### src/rtl/sram_bus_arbiter.sv
// Shares one SRAM-like split-handshake bus between fetch and data ports.
// Data has fixed priority; an in-order tag FIFO routes each response back to its issuer.
module sram_bus_arbiter #(
    parameter int DEPTH = 4
) (
    input  logic        clk,
    input  logic        rst,
    input  logic        inst_req,
    input  logic [1:0]  inst_size,
    input  logic [31:0] inst_addr,
    input  logic        inst_uncached,
    output logic        inst_addr_ok,
    output logic        inst_data_ok,
    output logic [31:0] inst_rdata,
    input  logic        data_req,
    input  logic        data_wr,
    input  logic [1:0]  data_size,
    input  logic [31:0] data_addr,
    input  logic [31:0] data_wdata,
    input  logic        data_uncached,
    output logic        data_addr_ok,
    output logic        data_data_ok,
    output logic [31:0] data_rdata,
    output logic        bus_req,
    output logic        bus_wr,
    output logic [1:0]  bus_size,
    output logic [31:0] bus_addr,
    output logic [31:0] bus_wdata,
    output logic        bus_uncached,
    input  logic [31:0] bus_rdata,
    input  logic        bus_addr_ok,
    input  logic        bus_data_ok
);
    localparam int PTR_W = (DEPTH > 1) ? $clog2(DEPTH) : 1;
    localparam int CNT_W = $clog2(DEPTH + 1);

    typedef enum logic [1:0] {S_NONE, S_LOCK_I, S_LOCK_D} state_t;

    state_t             r_state;
    state_t             w_state_next;
    logic               r_tag [DEPTH];
    logic [PTR_W-1:0]   r_wptr;
    logic [PTR_W-1:0]   r_rptr;
    logic [CNT_W-1:0]   r_count;

    logic w_req, w_gnt_d, w_full, w_empty, w_push, w_pop, w_head;

    function automatic logic [PTR_W-1:0] ptr_inc(input logic [PTR_W-1:0] ptr);
        return (ptr == PTR_W'(DEPTH - 1)) ? '0 : ptr + 1'b1;
    endfunction

    assign w_full  = (r_count == CNT_W'(DEPTH));
    assign w_empty = (r_count == '0);

    always_comb begin
        w_req        = 1'b0;
        w_gnt_d      = 1'b0;
        w_state_next = r_state;
        case (r_state)
            S_LOCK_I: begin
                w_req = 1'b1;
                if (bus_addr_ok) w_state_next = S_NONE;
            end
            S_LOCK_D: begin
                w_req   = 1'b1;
                w_gnt_d = 1'b1;
                if (bus_addr_ok) w_state_next = S_NONE;
            end
            default: begin
                // Full only gates fresh grants; a lock is never entered while full.
                if (!w_full) begin
                    if (data_req) begin
                        w_req   = 1'b1;
                        w_gnt_d = 1'b1;
                        if (!bus_addr_ok) w_state_next = S_LOCK_D;
                    end else if (inst_req) begin
                        w_req = 1'b1;
                        if (!bus_addr_ok) w_state_next = S_LOCK_I;
                    end
                end
            end
        endcase
        if (rst) begin
            w_req        = 1'b0;
            w_state_next = S_NONE;
        end
    end

    assign bus_req      = w_req;
    assign bus_wr       = w_gnt_d & data_wr;
    assign bus_size     = w_gnt_d ? data_size     : inst_size;
    assign bus_addr     = w_gnt_d ? data_addr     : inst_addr;
    assign bus_wdata    = w_gnt_d ? data_wdata    : 32'h0;
    assign bus_uncached = w_gnt_d ? data_uncached : inst_uncached;

    assign inst_addr_ok = w_req & bus_addr_ok & ~w_gnt_d;
    assign data_addr_ok = w_req & bus_addr_ok &  w_gnt_d;

    assign w_push = w_req & bus_addr_ok;
    // Responses arriving with nothing outstanding (stale after reset) are dropped.
    assign w_pop  = bus_data_ok & ~w_empty & ~rst;
    assign w_head = r_tag[r_rptr];

    assign inst_data_ok = w_pop & ~w_head;
    assign data_data_ok = w_pop &  w_head;
    assign inst_rdata   = bus_rdata;
    assign data_rdata   = bus_rdata;

    always_ff @(posedge clk) begin
        if (rst) begin
            r_state <= S_NONE;
            r_wptr  <= '0;
            r_rptr  <= '0;
            r_count <= '0;
        end else begin
            r_state <= w_state_next;
            if (w_push) r_wptr <= ptr_inc(r_wptr);
            if (w_pop)  r_rptr <= ptr_inc(r_rptr);
            if (w_push && !w_pop)      r_count <= r_count + 1'b1;
            else if (!w_push && w_pop) r_count <= r_count - 1'b1;
        end
    end

    always_ff @(posedge clk) begin
        if (w_push) r_tag[r_wptr] <= w_gnt_d;
    end
endmodule

### config.mk
export PLATFORM = sky130hd
export DESIGN_NAME = sram_bus_arbiter
export DESIGN_NICKNAME = d
export VERILOG_FILES = /design/src/rtl/sram_bus_arbiter.sv
export SDC_FILE = /design/constraint.sdc
export NUM_CORES = 1
export LEC_CHECK = 0
export ABC_CLOCK_PERIOD_IN_PS = 3700
export CORE_AREA = 4 4 106 108
export CTS_CLUSTER_SIZE = 25
export DETAILED_ROUTE_END_ITERATION = 8
export DIE_AREA = 0 0 110 112
export GPL_TIMING_DRIVEN = 0
export HOLD_SLACK_MARGIN = 0.02
export MAX_ROUTING_LAYER = met4
export PLACE_DENSITY_LB_ADDON = 0.05
export SLEW_MARGIN = 5
export SYNTH_ARGS = -nofsm -noshare
export SYNTH_HDL_FRONTEND = slang
export SYNTH_SLANG_ARGS = --single-unit
### constraint.sdc
create_clock -name clk -period 3.7 [get_ports clk]
set_clock_uncertainty 0.2 [all_clocks]
set_input_delay 0.555 -clock clk [delete_from_list [all_inputs] [get_ports clk]]
set_output_delay 0.555 -clock clk [all_outputs]
set_load 0.02 [all_outputs]
Yosys cells after proc, flatten, opt, wreduce, memory -nomap -nowiden:

Memories as Yosys holds them, arrays and structs flattened. A register that Yosys moved wholly into a read port is not among the register bits.
Cells that the tools add are included.

* word-level logic and storage cells: 65
* input bits: 141
* memories kept: 1
* memory bits (writable): 4
* flip-flop bits (word level): 9
* output and inout port bits: 137

Memory list
* r_tag: words 4, bits a word 1, read ports 1, clocked after Yosys merged registers in 1, wr ports 1, line 41 `logic r_tag [DEPTH];`

* equality and inequality tests: 8
* muxes and demuxes: 27
* reduce and logical (&&, ||, !) cells: 9
* bitwise operators: 12
* add/subtract/negate cells: 4

Operators with widths (number)
* 32-bit 2-to-1 mux: 2
* 2-bit 2-to-1 mux: 12
* 1-bit 2-to-1 mux: 10
* 1-bit bitwise AND: 8
* 2-bit == test (second input constant): 3
* 3-bit 2-to-1 mux: 2
* 2-bit by 1-bit adder with 2-bit output (second input constant): 2
* 2-bit != test (second input constant): 2
* 1-bit NOT: 4
* 4-bit AND reduction: 1
* 3-bit by 1-bit adder with 3-bit output (second input constant): 1
* 3-bit == test (second input constant): 1
* 3-bit logical NOT: 1
* 3-bit nonzero test: 1
* 3-bit by 1-bit subtractor with 3-bit output (second input constant): 1
* 2-bit by 1-bit == test with 1-bit output (second input constant): 1
* 1-bit logical AND: 2
* 1-bit logical NOT: 2
* 2-bit by 1-bit != test with 1-bit output (second input constant): 1
* 1-bit case mux with 2 select lines: 1
* 2-bit nonzero test: 1
* 2-bit OR reduction: 1

Longest topological paths before layout:

* depth after elaboration: 10
* depth in mapped cells: 10
* depth with buffers taken out: 10

Worst setup path after synthesis:

No wires, ideal clock.

* kind: flip-flop to flip-flop
* start point: register r_state[0]
* end point: register r_count[2]
* path slack: 0.761 ns
* library setup time: 0.071 ns
* cell stages (with the launch flop): 11
* data arrival time: 2.668 ns
* buffers on the path: 0
* data required time: 3.429 ns
* period minus slack after synthesis: 2.939 ns
* path through: dfxtp_1 > inv_1 > ha_1 > and4bb_1 > nor4_1 > ha_1 > inv_1 > fa_1 > xor2_1 > or3_1 > a21oi_1

* word-level cells in the longest chain between the ends: 8
* elaborated cells between the ends (all ways): 11
* classes of those cells: eq/ne: 2; mux: 3; bitwise: 1; reduce/logical: 5

RTL lines
* from (decl): line 39 `state_t r_state;`
* from (signal assigned): line 116 `r_state <= w_state_next;`
* 2-bit == test / 2-bit by 1-bit == test with 1-bit output (equally long branches): line 59 `case (r_state)`
* 2-bit OR reduction (no source line) (*)
* 1-bit 2-to-1 mux (*): line 59
* 1-bit 2-to-1 mux (*): line 83 `if (rst) begin`
* 1-bit bitwise AND (*): line 99 `assign w_push = w_req & bus_addr_ok;`
* net w_push: line 46 `logic w_req, w_gnt_d, w_full, w_empty, w_push, w_pop, w_head;`
* 1-bit logical NOT: line 120 `else if (!w_push && w_pop) r_count <= r_count - 1'b1;`
* 1-bit logical AND: line 120
* 2-bit nonzero test (no source line)
* to (signal assigned): line 119 `if (w_push && !w_pop) r_count <= r_count + 1'b1;`
* to (signal assigned): line 120
* to (decl): line 44 `logic [CNT_W-1:0] r_count;`

The timed path passes the listed nets; every way through them passes the cells marked *.
A chain may end at the register's enable or synchronous reset.

Final worst setup path:

* start point: input port rst
* end point: output port data_addr_ok

* word-level cells in the longest chain between the ends: 3

RTL lines
* from (decl): line 7 `input logic rst,`
* 1-bit 2-to-1 mux: line 83
* 1-bit bitwise AND
* net w_push: line 46
* 1-bit bitwise AND: line 97 `assign data_addr_ok = w_req & bus_addr_ok & w_gnt_d;`
* to (decl): line 21 `output logic data_addr_ok,`

The timed path passes the listed nets, and every way through them passes these cells.

==> summary.txt <==
Worst setup path
  – CP most frequent cell: clkdlybuf4s50_1
  – Worst-path maximum fanout: 10
  – WS Path Type: in2out
  – CP arrival: between 2 and 3 ns
  – Max stage delay on crit path: 0.62 ns
  – Setup crit end kind: output pin
  – Worst-path cell chain: clkdlybuf4s50_1 > clkbuf_1 > nor4_2 > and2_1 > clkdlybuf4s50_1
  – RR Endpoint: r_count[2]
  – Startpoint Class: input port
  – Worst reg2reg startpoint: r_state[0]
  – FF-to-FF path depth: 10
  – Crit-path slowest cell: clkdlybuf4s50_1
  – Req. time, crit path: between 2 and 3 ns
  – R2r setup slk: approximately 0.58 ns

Yosys
  – Asr flop ratio synth: 0%
  – Post-synth top area share: 24.5%
  – Compound-Gate Fraction of Synth Area: under 10%
  – Post-Synth Simple-Gate Area: 18.5%
  – Main synth FF type: dfxtp_1
  – Largest area contributor in the netlist: mux2_4
  – Post-Synthesis Cell Area: 2090 sq um
  – Syn_area_per_cell: 9.61 sq um
  – Mapped Nets: 366
  – Yosys cell types: 35
  – Synthesis Warnings: 0
  – Post-synthesis adder-cell area fraction: 5.16%
  – Top post-synthesis cells by count: 64 x buf_4, 38 x and2_1, 34 x mux2_4
  – Multiplexer area fraction after synthesis: 27.1%
  – Post-Synthesis Cells: between 200 and 250
  – XOR/XNOR Fraction of Synth Area: 0.840%
  – Seq cells post-synth: 15
  – Top-count cell post-synth: buf_4
  – Post-synthesis sequential area ratio: roughly 16%
  – Synth area leaders: mux2_4 24%, buf_4 23%, and2_1 11%, dfxtp_1 11%, edfxtp_1 5.8%
  – Largest family of logic cells by synthesized area: buffers and inverters
  – Post-synth EDFFs: 4

Global routing
  – First-pass GRT wire length: about 14 mm
  – Total grt overflow: 0
  – Vias in the first global route: 2319
  – GRT Util Overall: 15.4%
  – Initial antenna violation count: 0
  – Pin count of the biggest net entering global routing: 14

Placed design
  – DP Wirelength: between 9 and 10 mm
  – GPL Wtd Cong: 0.767
  – PortBufs: about 250
  – Placed Area: 4710 sq um
  – Post-place setup slack: -0.0106 ns

Die
  – Chip width: between 100 and 150 um
  – Die area: 12300 sq um
  – Io pins: between 200 and 300
  – Initial Utilization: about a fifth
  – Die height: roughly 110 um
  – Core area: 10200 sq um
  – Row count: 37

Pwr
  – LEAKAGE: 2.00 nW
  – Peak VDD IR: between 0.2 and 0.3 mV
  – Pwr dens: 347 nW/um^2

Clock network
  – CTS tree: yes
  – Sink Count: 15
  – Worst-Skew Late Latency: 0.25 ns
  – Clock Tree Buf Depth: 2
  – Reg clk slew, reported paths: 0.06 ns
  – CTS root buffer: clkbuf_8
  – H-tree levels: 1
  – CTS buffer count: 3

Worst hold path
  – Hold Path Cell Cnt: 2
  – Worst hold-check path type: reg2reg
  – Hold EP: r_rptr[0]
  – Hold Startpoint: r_rptr[0]

STA
  – RSZ-0062 raised after global routing: no
  – Relative slew slack: 49.1%
  – Setup TNS: 0 ns
  – Final hold vios: 0
  – Final period util: about 90%
  – FMAX: around 300 MHz
  – Minimum clock period: 3.38 ns
  – Final Setup Violations: 0
  – Worst Tran Pin Value: 0.762 ns
  – Max-slew violation total from the final report: 0
  – Final worst-path setup slack: 0.320 ns

Routing
  – Drt first pass iters: 4
  – Iteration-0 DRC Markers: between 50 and 60
  – Wirelength per Cell: between 15 and 20 um
  – Final ANT Viol Nets: 0
  – Final wirelength: 10.1 mm
  – # DRC: 0
  – Via density: 3.78
  – Vias after detailed routing: 2274

Final layout
  – Final Net Count: 616
  – Layout cell share with drive strength beyond 1: 23.8%
  – Final instance area: around 4800 sq um
  – Antenna fix cells: 0
  – Synthesis-to-layout area growth: 128%

Run
  – Max cap viols: 0

Run status
  – Status: complete, no violations
==> per-layer routing <==
metal	vias to the layer above	share of wire [%]	GRT usage [%]
met2	109	54	28.5
li1	1159	-	-
met1	997	34	15.5
met3	9	11	4.52
met4	0	1.5	3.66
met5	-	0	-
==> cells by family after synthesis <==
kind of cell               after synthesis
buffers and inverters                   80
and+or+nand+nor                         62
muxes                                   38
DFF                                     15
AOI/OAI and AO/OA                       12
adders and majority gates                8
xor gates and xnor gates                 2
==> what timing repair did <==
action / in CTS / in global routing
hold buffers: 0 / 0
setup endpoints to repair: 0 / 1
endpoints found under the hold margin: 0 / 0
resized for setup: 0 / 1
setup buffers: 0 / 0
==> placed cells by master (no fill, tap or decap), types with 2 or more instances in the layout <==
cell | synthesis | routed
nand2b_1 | 2 | 2
ha_1 | 7 | 7
edfxtp_1 | 4 | 4
xor2_1 | 2 | 2
inv_1 | 7 | 7
clkbuf_8 | 0 | 3
buf_6 | 5 | 5
or3_1 | 3 | 3
o41ai_1 | 2 | 2
and2_1 | 38 | 38
clkdlybuf4s50_1 | 0 | 245
dfxtp_1 | 11 | 11
nor2_1 | 5 | 5
mux2_4 | 34 | 34
o311ai_0 | 2 | 2
mux2i_1 | 2 | 2
nand2_1 | 2 | 2
a21oi_1 | 3 | 3
nor2b_1 | 4 | 4
buf_4 | 64 | 64
clkbuf_1 | 4 | 4
==> cell type report <==
type	count	area [sq um]
clock buffer	3	41.3
inverter	7	26.3
tap	136	170
timing repair buffer	245	2450
buffer	73	552
multi-input combinational	122	1170
fill	974	5470
clock inverter	1	5.00
sequential	15	340
==> critical path: cells and delay by family <==
kind / cells / cell delay (ns)
buf+inv: 3 / 1.29
simple gates: 2 / 0.78
==> stage by stage <==
stage	cells	total power, mW	utilization (%)	hold WS [ns]
after floorplan	217	0.968	-	0.263
after global placement	598	1.54	46.0	0.294
after detailed placement	598	1.54	46.0	0.291
after CTS	602	1.68	46.5	0.300
after global routing	602	1.76	46.5	0.345
final	602	1.65	46.5	0.292
==> worst max path at each step <==
stage,startpoint,endpoint,cells past startpoint,slack (ns)
after floorplan,r_state[0],r_count[2],10,0.76
after global placement,rst,r_count[2],9,0.004
after detailed placement,rst,r_count[2],9,-0.01
after CTS,rst,data_addr_ok,5,0.02
after global routing,r_state[0],data_addr_ok,6,0.16
final,rst,data_addr_ok,5,0.32
==> power by group <==
group	leakage, nW	switching [mW]	total [mW]	internal, mW
Combinational	1.85	0.567	1.29	0.723
Sequential	0.127	0.0277	0.231	0.203
Clock	0.0255	0.0569	0.131	0.0746
Total	2.00	0.652	1.65	1.00
Power figures use the tool's default switching activity.
